<file path="src/rtl/fetch_queue.sv">
`default_nettype none
// +--------------------------------------------------------------------------+
// | fetch_queue: MIPS fetch stage - PC generation, single-outstanding imem   |
// | handshake, DEPTH-entry instruction queue, delay-slot aware redirect.     |
// | Revision: 1.0                                                            |
// +--------------------------------------------------------------------------+
module fetch_queue #(
  parameter int          DEPTH      = 4,
  parameter logic [31:0] RESET_PC   = 32'h0,
  parameter int          DELAY_SLOT = 1
) (
  input  logic        clk,
  input  logic        resetn,
  output logic        imem_req_valid,
  output logic [31:0] imem_req_addr,
  input  logic        imem_req_ready,
  input  logic        imem_resp_valid,
  input  logic [31:0] imem_resp_data,
  input  logic        redirect_valid,
  input  logic [31:0] redirect_target,
  input  logic [31:0] redirect_ds_pc,
  output logic        out_valid,
  input  logic        out_ready,
  output logic [31:0] out_instr,
  output logic [31:0] out_pc,
  output logic        out_is_jump
);

  localparam int c_PTR_W = $clog2(DEPTH);
  localparam int c_CNT_W = $clog2(DEPTH + 1);
  localparam logic [c_CNT_W-1:0] c_DEPTH = c_CNT_W'(DEPTH);

  typedef enum logic [1:0] {S_IDLE = 2'd0, S_REQ = 2'd1, S_WAIT = 2'd2} state_t;

  state_t             r_state;
  logic [31:0]        r_pc, r_req_addr, r_tgt;
  logic               r_ds_pending, r_drop;
  logic [c_PTR_W-1:0] r_rptr, r_wptr;
  logic [c_CNT_W-1:0] r_count;
  logic [31:0]        r_instr_mem [DEPTH];
  logic [31:0]        r_pc_mem    [DEPTH];

  logic               w_pop, w_resp, w_push, w_outstanding, w_head_valid;
  logic [c_PTR_W-1:0] w_rptr_pop, w_wptr_next;
  logic [c_CNT_W-1:0] w_cnt_rem, w_cnt_next;
  logic [31:0]        w_head_pc, w_pc_next, w_tgt_next;
  logic               w_ds_next, w_drop_next;

  assign w_pop         = (r_count != '0) && out_ready;
  assign w_resp        = (r_state == S_WAIT) && imem_resp_valid;
  assign w_push        = w_resp && !r_drop;
  assign w_outstanding = (r_state == S_REQ) || ((r_state == S_WAIT) && !imem_resp_valid);
  assign w_rptr_pop    = r_rptr + c_PTR_W'(w_pop);
  assign w_cnt_rem     = r_count - c_CNT_W'(w_pop);
  // Head seen by a redirect: oldest survivor of the pop, else the entry pushed this cycle.
  assign w_head_valid  = (w_cnt_rem != '0) || w_push;
  assign w_head_pc     = (w_cnt_rem != '0) ? r_pc_mem[w_rptr_pop] : r_req_addr;

  always_comb begin
    w_pc_next   = w_push ? (r_ds_pending ? r_tgt : r_pc + 32'd4) : r_pc;
    w_tgt_next  = r_tgt;
    w_ds_next   = r_ds_pending && !w_push;
    w_drop_next = w_resp ? 1'b0 : r_drop;
    w_wptr_next = r_wptr + c_PTR_W'(w_push);
    w_cnt_next  = w_cnt_rem + c_CNT_W'(w_push);
    if (redirect_valid) begin
      if (DELAY_SLOT == 0) begin
        w_wptr_next = w_rptr_pop;
        w_cnt_next  = '0;
        w_pc_next   = redirect_target;
        w_ds_next   = 1'b0;
        if (w_outstanding) w_drop_next = 1'b1;
      end else if (r_ds_pending && !w_push) begin
        w_tgt_next = redirect_target;
      end else if (w_head_valid && (w_head_pc == redirect_ds_pc)) begin
        w_wptr_next = w_rptr_pop + c_PTR_W'(1);
        w_cnt_next  = c_CNT_W'(1);
        w_pc_next   = redirect_target;
        if (w_outstanding) w_drop_next = 1'b1;
      end else if (w_pop && (r_pc_mem[r_rptr] == redirect_ds_pc)) begin
        w_wptr_next = w_rptr_pop;
        w_cnt_next  = '0;
        w_pc_next   = redirect_target;
        if (w_outstanding) w_drop_next = 1'b1;
      end else if (w_outstanding && !r_drop && (r_req_addr == redirect_ds_pc)) begin
        // In-flight fetch is the slot: keep it and chain the target behind its push.
        w_wptr_next = w_rptr_pop;
        w_cnt_next  = '0;
        w_ds_next   = 1'b1;
        w_tgt_next  = redirect_target;
      end else begin
        w_wptr_next = w_rptr_pop;
        w_cnt_next  = '0;
        w_pc_next   = redirect_ds_pc;
        w_ds_next   = 1'b1;
        w_tgt_next  = redirect_target;
        if (w_outstanding) w_drop_next = 1'b1;
      end
    end
  end

  always_ff @(posedge clk or negedge resetn) begin
    if (!resetn) begin
      r_state      <= S_IDLE;
      r_pc         <= RESET_PC;
      r_req_addr   <= RESET_PC;
      r_tgt        <= '0;
      r_ds_pending <= 1'b0;
      r_drop       <= 1'b0;
      r_rptr       <= '0;
      r_wptr       <= '0;
      r_count      <= '0;
    end else begin
      r_pc         <= w_pc_next;
      r_tgt        <= w_tgt_next;
      r_ds_pending <= w_ds_next;
      r_drop       <= w_drop_next;
      r_rptr       <= w_rptr_pop;
      r_wptr       <= w_wptr_next;
      r_count      <= w_cnt_next;
      case (r_state)
        S_IDLE: begin
          if (r_count < c_DEPTH) begin
            r_state    <= S_REQ;
            r_req_addr <= w_pc_next;
          end
        end
        S_REQ: begin
          if (imem_req_ready) r_state <= S_WAIT;
        end
        S_WAIT: begin
          if (imem_resp_valid) begin
            if (w_cnt_next < c_DEPTH) begin
              r_state    <= S_REQ;
              r_req_addr <= w_pc_next;
            end else begin
              r_state <= S_IDLE;
            end
          end
        end
        default: r_state <= S_IDLE;
      endcase
    end
  end

  always_ff @(posedge clk) begin
    if (w_push) begin
      r_instr_mem[r_wptr] <= imem_resp_data;
      r_pc_mem[r_wptr]    <= r_req_addr;
    end
  end

  assign imem_req_valid = (r_state == S_REQ);
  assign imem_req_addr  = r_req_addr;
  assign out_valid      = (r_count != '0);
  assign out_instr      = r_instr_mem[r_rptr];
  assign out_pc         = r_pc_mem[r_rptr];
  assign out_is_jump    = (out_instr[31:26] == 6'b000010) || (out_instr[31:26] == 6'b000011);

endmodule
`default_nettype wire
</file>
<file path="config.mk">
export PLATFORM = sky130hd
export DESIGN_NAME = fetch_queue
export DESIGN_NICKNAME = d
export VERILOG_FILES = /design/src/rtl/fetch_queue.sv
export SDC_FILE = /design/constraint.sdc
export NUM_CORES = 1
export LEC_CHECK = 0
export BUFFER_PORTS_ARGS = -buffer_cell sky130_fd_sc_hd__clkbuf_2
export CAP_MARGIN = 0
export CORE_MARGIN = 3
export CORE_UTILIZATION = 50
export DETAILED_ROUTE_END_ITERATION = 10
export PLACE_DENSITY = 0.68
export SLEW_MARGIN = 20
export SYNTH_ARGS = -nofsm -noshare
export SYNTH_HDL_FRONTEND = slang
export SYNTH_SLANG_ARGS = --single-unit
</file>
<file path="constraint.sdc">
create_clock -name clk -period 10.5 [get_ports clk]
set_input_delay 1.05 -clock clk [delete_from_list [all_inputs] [get_ports clk]]
set_output_delay 1.05 -clock clk [all_outputs]
set_load 0.01 [all_outputs]
</file>
### Word level (Yosys, flattened, before mapping)

Memories as Yosys holds them, arrays and structs flattened.
Index checks and enable logic that the tools add are counted.

* add/subtract/negate cells: 6
* $lt $le $gt $ge: 2
* eq/ne operators: 13
* mux-type cells: 39
* reductions and logical operators: 22

Operators by type and width (number)
* $mux W32: 14
* $eq A32 B32 Y1: 3
* $pmux W32 S2: 1
* $add A32 B3 Y32 const B: 1
* $mux W1: 15
* $eq A6 B2 Y1 const B: 2
* $mux W2: 6
* $logic_and A1 B1 Y1: 9
* $ne A2 B2 Y1 const B: 4
* $lt A3 B3 Y1 const B: 2
* $mux W3: 2
* $pmux W2 S3: 1
* $reduce_and A3 Y1: 2
* $reduce_bool A3 Y1: 2
* $add A2 B1 Y2: 2
* $ne A2 B1 Y1 const B: 2
* $reduce_and A4 Y1: 1
* $add A3 B1 Y3: 1
* $logic_not A1 Y1: 3
* $logic_or A1 B1 Y1: 3
* $sub A3 B1 Y3: 1
* $add A2 B1 Y2 const B: 1
* $eq A2 B1 Y1 const B: 1
* $eq A2 B2 Y1 const B: 1
* 2 further kinds: 2

* register bits after elaboration: 107
* memory bits (writable): 256
* word-level logic and storage cells: 93
* memories kept: 2

Memory list
* r_instr_mem: words 4, bits a word 32, rd ports 1, clocked after Yosys merged registers in 0, write ports 1, line 40 `logic [31:0] r_instr_mem [DEPTH];`
* r_pc_mem: words 4, bits a word 32, rd ports 2, clocked after Yosys merged registers in 0, write ports 1, line 41 `logic [31:0] r_pc_mem [DEPTH];`

### Depth between registers and ports, before layout

* depth in word-level cells: 14
* depth in mapped cells: 16
* mapped depth without buffers: 13

### Worst setup path before layout

No wires, ideal clock.

* path kind: input -> register
* from: input port imem_resp_valid
* to: memory r_instr_mem[2][0] (enable)
* setup time: 0.578 ns
* arrival: 6.270 ns
* setup slack: 3.652 ns
* cell stages on the path: 4
* path buffers: 2
* path through: nand4bb_1 > clkbuf_1 > clkbuf_1 > nor3b_1

* longest elaborated chain between the ends: 4

Ends and longest elaborated chain
* from (decl): line 17 `input logic imem_resp_valid,`
* $logic_and A1 B1 Y1: line 50 `assign w_resp = (r_state == S_WAIT) && imem_resp_valid;`
* $logic_and A1 B1 Y1: line 51 `assign w_push = w_resp && !r_drop;`
* $mux W1: line 147 `if (w_push) begin`
* $mux W1 (implied by the code): line 148 `r_instr_mem[r_wptr] <= imem_resp_data;`
* to (decl): line 40

Every way passes these cells.

### Worst setup path after layout

* from: register r_rptr[0]
* to: register r_tgt[21]

* longest elaborated chain between the ends: 7
* elaborated cells between the ends (all ways): 10
* classes of those cells: 1 x add/sub; 4 x eq/ne; 1 x mux; 3 x reduce/logical; 1 x memory

Ends and longest elaborated chain
* from (decl): line 38 `logic [c_PTR_W-1:0] r_rptr, r_wptr;`
* from (signal assigned): line 118 `r_rptr <= w_rptr_pop;`
* $add A2 B1 Y2: line 53 `assign w_rptr_pop = r_rptr + c_PTR_W'(w_pop);`
* $mem_v2 Z4 W32 *
* $mux W32: line 57 `assign w_head_pc = (w_cnt_rem != '0) ? r_pc_mem[w_rptr_pop] : r_req_addr;`
* $eq A32 B32 Y1: line 75 `end else if (w_head_valid && (w_head_pc == redirect_ds_pc)) begin`
* $logic_and A1 B1 Y1: line 75
* $ne A2 B2 Y1 (no line)
* $reduce_and A3 Y1 (no line) *
* to (signal assigned): line 115 `r_tgt <= w_tgt_next;`
* to (decl): line 36 `logic [31:0] r_pc, r_req_addr, r_tgt;`

Every way passes the cells marked *; elsewhere a longest branch is shown, timed or not.
A chain may end at the register's enable or synchronous reset.

==> results.ini <==
[status]
run_status = finished clean

[clock_tree]
tritoncts.num_buffers = 39
cts_max_path_buffers = 3
post_cts_resize_count = 0
htree_num_levels = 2
cts_hold_buf = 0
clock_transition_at_the_register_clock_pins_on_the_worst_setup_and_hold_paths_after_cts_ns = 0.06
cts.sink_count = 363
post_cts.repair.setup_buffers = 0
cts_tree = yes
clk_latency_ns = 0.54
cts_root_buffer = clkbuf_16

[sta]
fin_ws_ns = 5.02
tightestPinTransition_ns = 1.17
setup-tns-final_ns = 0
report.final.hold_viol_count = 0
fin_skew_ns = 0.0145
setup_viol = 0
timing.fmax_mhz = 182
relative_slew_slack = 0.200
setup_repair_after_global_routing_missed_its_margin = false
min_period_ns = 5.48
layout_worst_path_cycle_share = 0.522
slew_violations = 0

[die]
floorplan.core_area_um2 = 34000
chip_width_um = 193
io_pins = 201
initial_core_util = 0.516
die_height_um = 193
core.rowCount = 67
fp.dieArea_um2 = 37400

[critical_path]
worst-path-max-fanout = 39
path_class = reg -> reg
end_kind = register
register_to_register_path_depth = 11
setup.worst_path.start_class = register
critPathRequiredTime_ns = 10.91
worst_ep_arrival_time_ns = 5.89

[final_layout]
final_core_utilization = 0.594
final_nets = 1526
proportion_of_layout_cells_with_a_drive_suffix_above_1 = 0.275
insertedDiodeCount = 0
layoutNonFillerInstCount = 1893
synthToLayoutAreaGrowth_pct = 15.3

[logic_synthesis]
netlist.top_cell.by_area = edfxtp_1
syn_nets = 1336
yosys_register_bits = 363
ys_seq_area_frac = 0.591
post-synth-top-area-fraction = 0.438
post-synth-top-count-cell = edfxtp_1
biggest_area_contributors_in_the_synthesized_netlist = edfxtp_1 (44%), dfrtp_1 (15%), mux4_2 (12%), xnor2_1 (2.9%), mux2i_1 (2.1%)
synth-edff-count = 256
cell_area_after_synthesis_um2 = 17500
netlist_top_cells_count = edfxtp_1 (256), dfrtp_1 (107), mux4_2 (93)
primary_ff_master_synth = edfxtp_1
avgSynthCellArea_um2 = 14.3
ys_async_sr_fraction = 0.295
postSynthCellCount = 1227
synth_cell_types = 74
ys_warn_count = 0

[worst_hold_path]
hold-path-cell-count = 1
hold_class = reg -> reg

[detailed_routing]
route.detailed.vias_per_inst = 6.40
wire_per_inst_um = 26.7
drc_violation_total_after_the_first_tritonroute_iteration = 1301
routed-via-count = 12100
firstDrtPassIters = 5
remaining_drcs = 0
drt_wl_total_mm = 50.5
ant_nets = 0

[pwr]
power_density_nw_per_um2 = 288
design_power_total_mw = 5.83
power.leakage_nw = 7.67
worst_ir_drop_vdd_uv = 203

[grt]
gr-total-overflow = 0
first_global_vias = 12100
number_of_antenna_violations_at_the_first_check_in_global_routing = 0
grt_first_pass_wirelength_mm = 76.3
grt_start_max_net_pins = 65
grt_use_total = 0.266

[placed_design]
placedCellCount = 1824
pre_cts_slack_ns = 4.78
dp.final_hpwl_mm = 34.2
io_buffers = 200
routabilityCongestion = 0.895

[flow_run]
max_cap_viol_count = 0

[flip-flops by register name, summed over array words and instances (netlist names)]
name,cells
r_ds_pending,1
r_pc_mem,128
r_drop,1
r_tgt,32
imem_req_addr,32
r_wptr,2
r_count,3
r_pc,32
r_state,2
r_instr_mem,128
r_rptr,2
[final timing paths]
kind | from | end | slack (ns)
min in group asynchronous | resetn | imem_req_addr[7] | 0.55
worst max-delay path | r_rptr[0] | r_tgt[21] | 5.02
worst min-delay path | r_tgt[24] | r_tgt[24] | 0.49
max in group asynchronous | resetn | imem_req_addr[28] | 8.71
worst max register to register | r_rptr[0] | r_tgt[21] | 5.02
worst min register to register | r_tgt[24] | r_tgt[24] | 0.49
[per-layer routing]
layer / up-vias / GRT usage / part of all wire
li1: 5222 / - / -
met1: 6129 / 0.377 / 0.41
met2: 681 / 0.425 / 0.47
met3: 92 / 0.0557 / 0.093
met4: 0 / 0.0729 / 0.028
met5: - / 0 / 0
[per-stage QoR]
stage	instance area, um2	hold slack (ns)
floorplan	17500	0.460
CTS	20200	0.494
global route	20200	0.503
detailed placement	19000	0.481
finish	20200	0.491
global placement	19000	0.475
[kinds of logic (layout without fill, tap and decap cells)]
kind of cell    Yosys count  count (layout)  share of synthesized area
flops                   363             363                      0.591
simple gates            254             254                     0.0741
compound gates          249             249                     0.0980
mux                     168             168                      0.166
buf+inv                 108             326                     0.0272
xor+xnor                 78              78                     0.0394
fa+ha+maj                 7               7                    0.00499
[layout make-up]
cell class,count,area [um2]
flip-flops and latches,363,10400
multi-input cells,756,6750
clock buffers,51,1050
fillers,2695,13800
inverters,34,128
repair buffers,223,1180
clock inverters,18,195
well taps,448,561
[report_power, final]
group          total, mW  switching, mW  leakage [nW]  internal (mW)
Clock               1.35          0.564         0.613          0.786
Sequential          2.16          0.341          3.57           1.82
Combinational       2.32           1.28          3.49           1.04
Total               5.83           2.18          7.67           3.65
[cells in the final DEF, fill, tap and decap left out, drive strengths merged, types with 7 or more instances in the layout]
cell / n
a31oi: 11
nor4: 11
nor2: 73
a32oi: 19
clkbuf: 250
buf: 24
mux2i: 37
a2bb2oi: 12
xnor2: 59
nand3: 17
nor3: 10
dfrtp: 107
nand2b: 22
clkinv: 11
o22ai: 34
and3: 7
xor2: 19
mux2: 37
and2: 22
edfxtp: 256
nand2: 47
a22oi: 16
o21ai: 52
ha: 7
a21oi: 46
inv: 38
nand4: 20
a21o: 7
mux4: 94
[worst max-delay path, stage by stage, from the launching register on]
cell and delay (ns):
dfrtp_4 0.79, buf_4 0.75, mux4_2 0.62, xnor2_1 0.39, nand4_1 0.17, nor4_1 0.51, nand3_1 0.41, o31a_2 0.23
buf_4 0.33, o21ai_4 0.20, buf_4 0.45, mux2_1 0.38
Power figures use the tool's default switching activity.
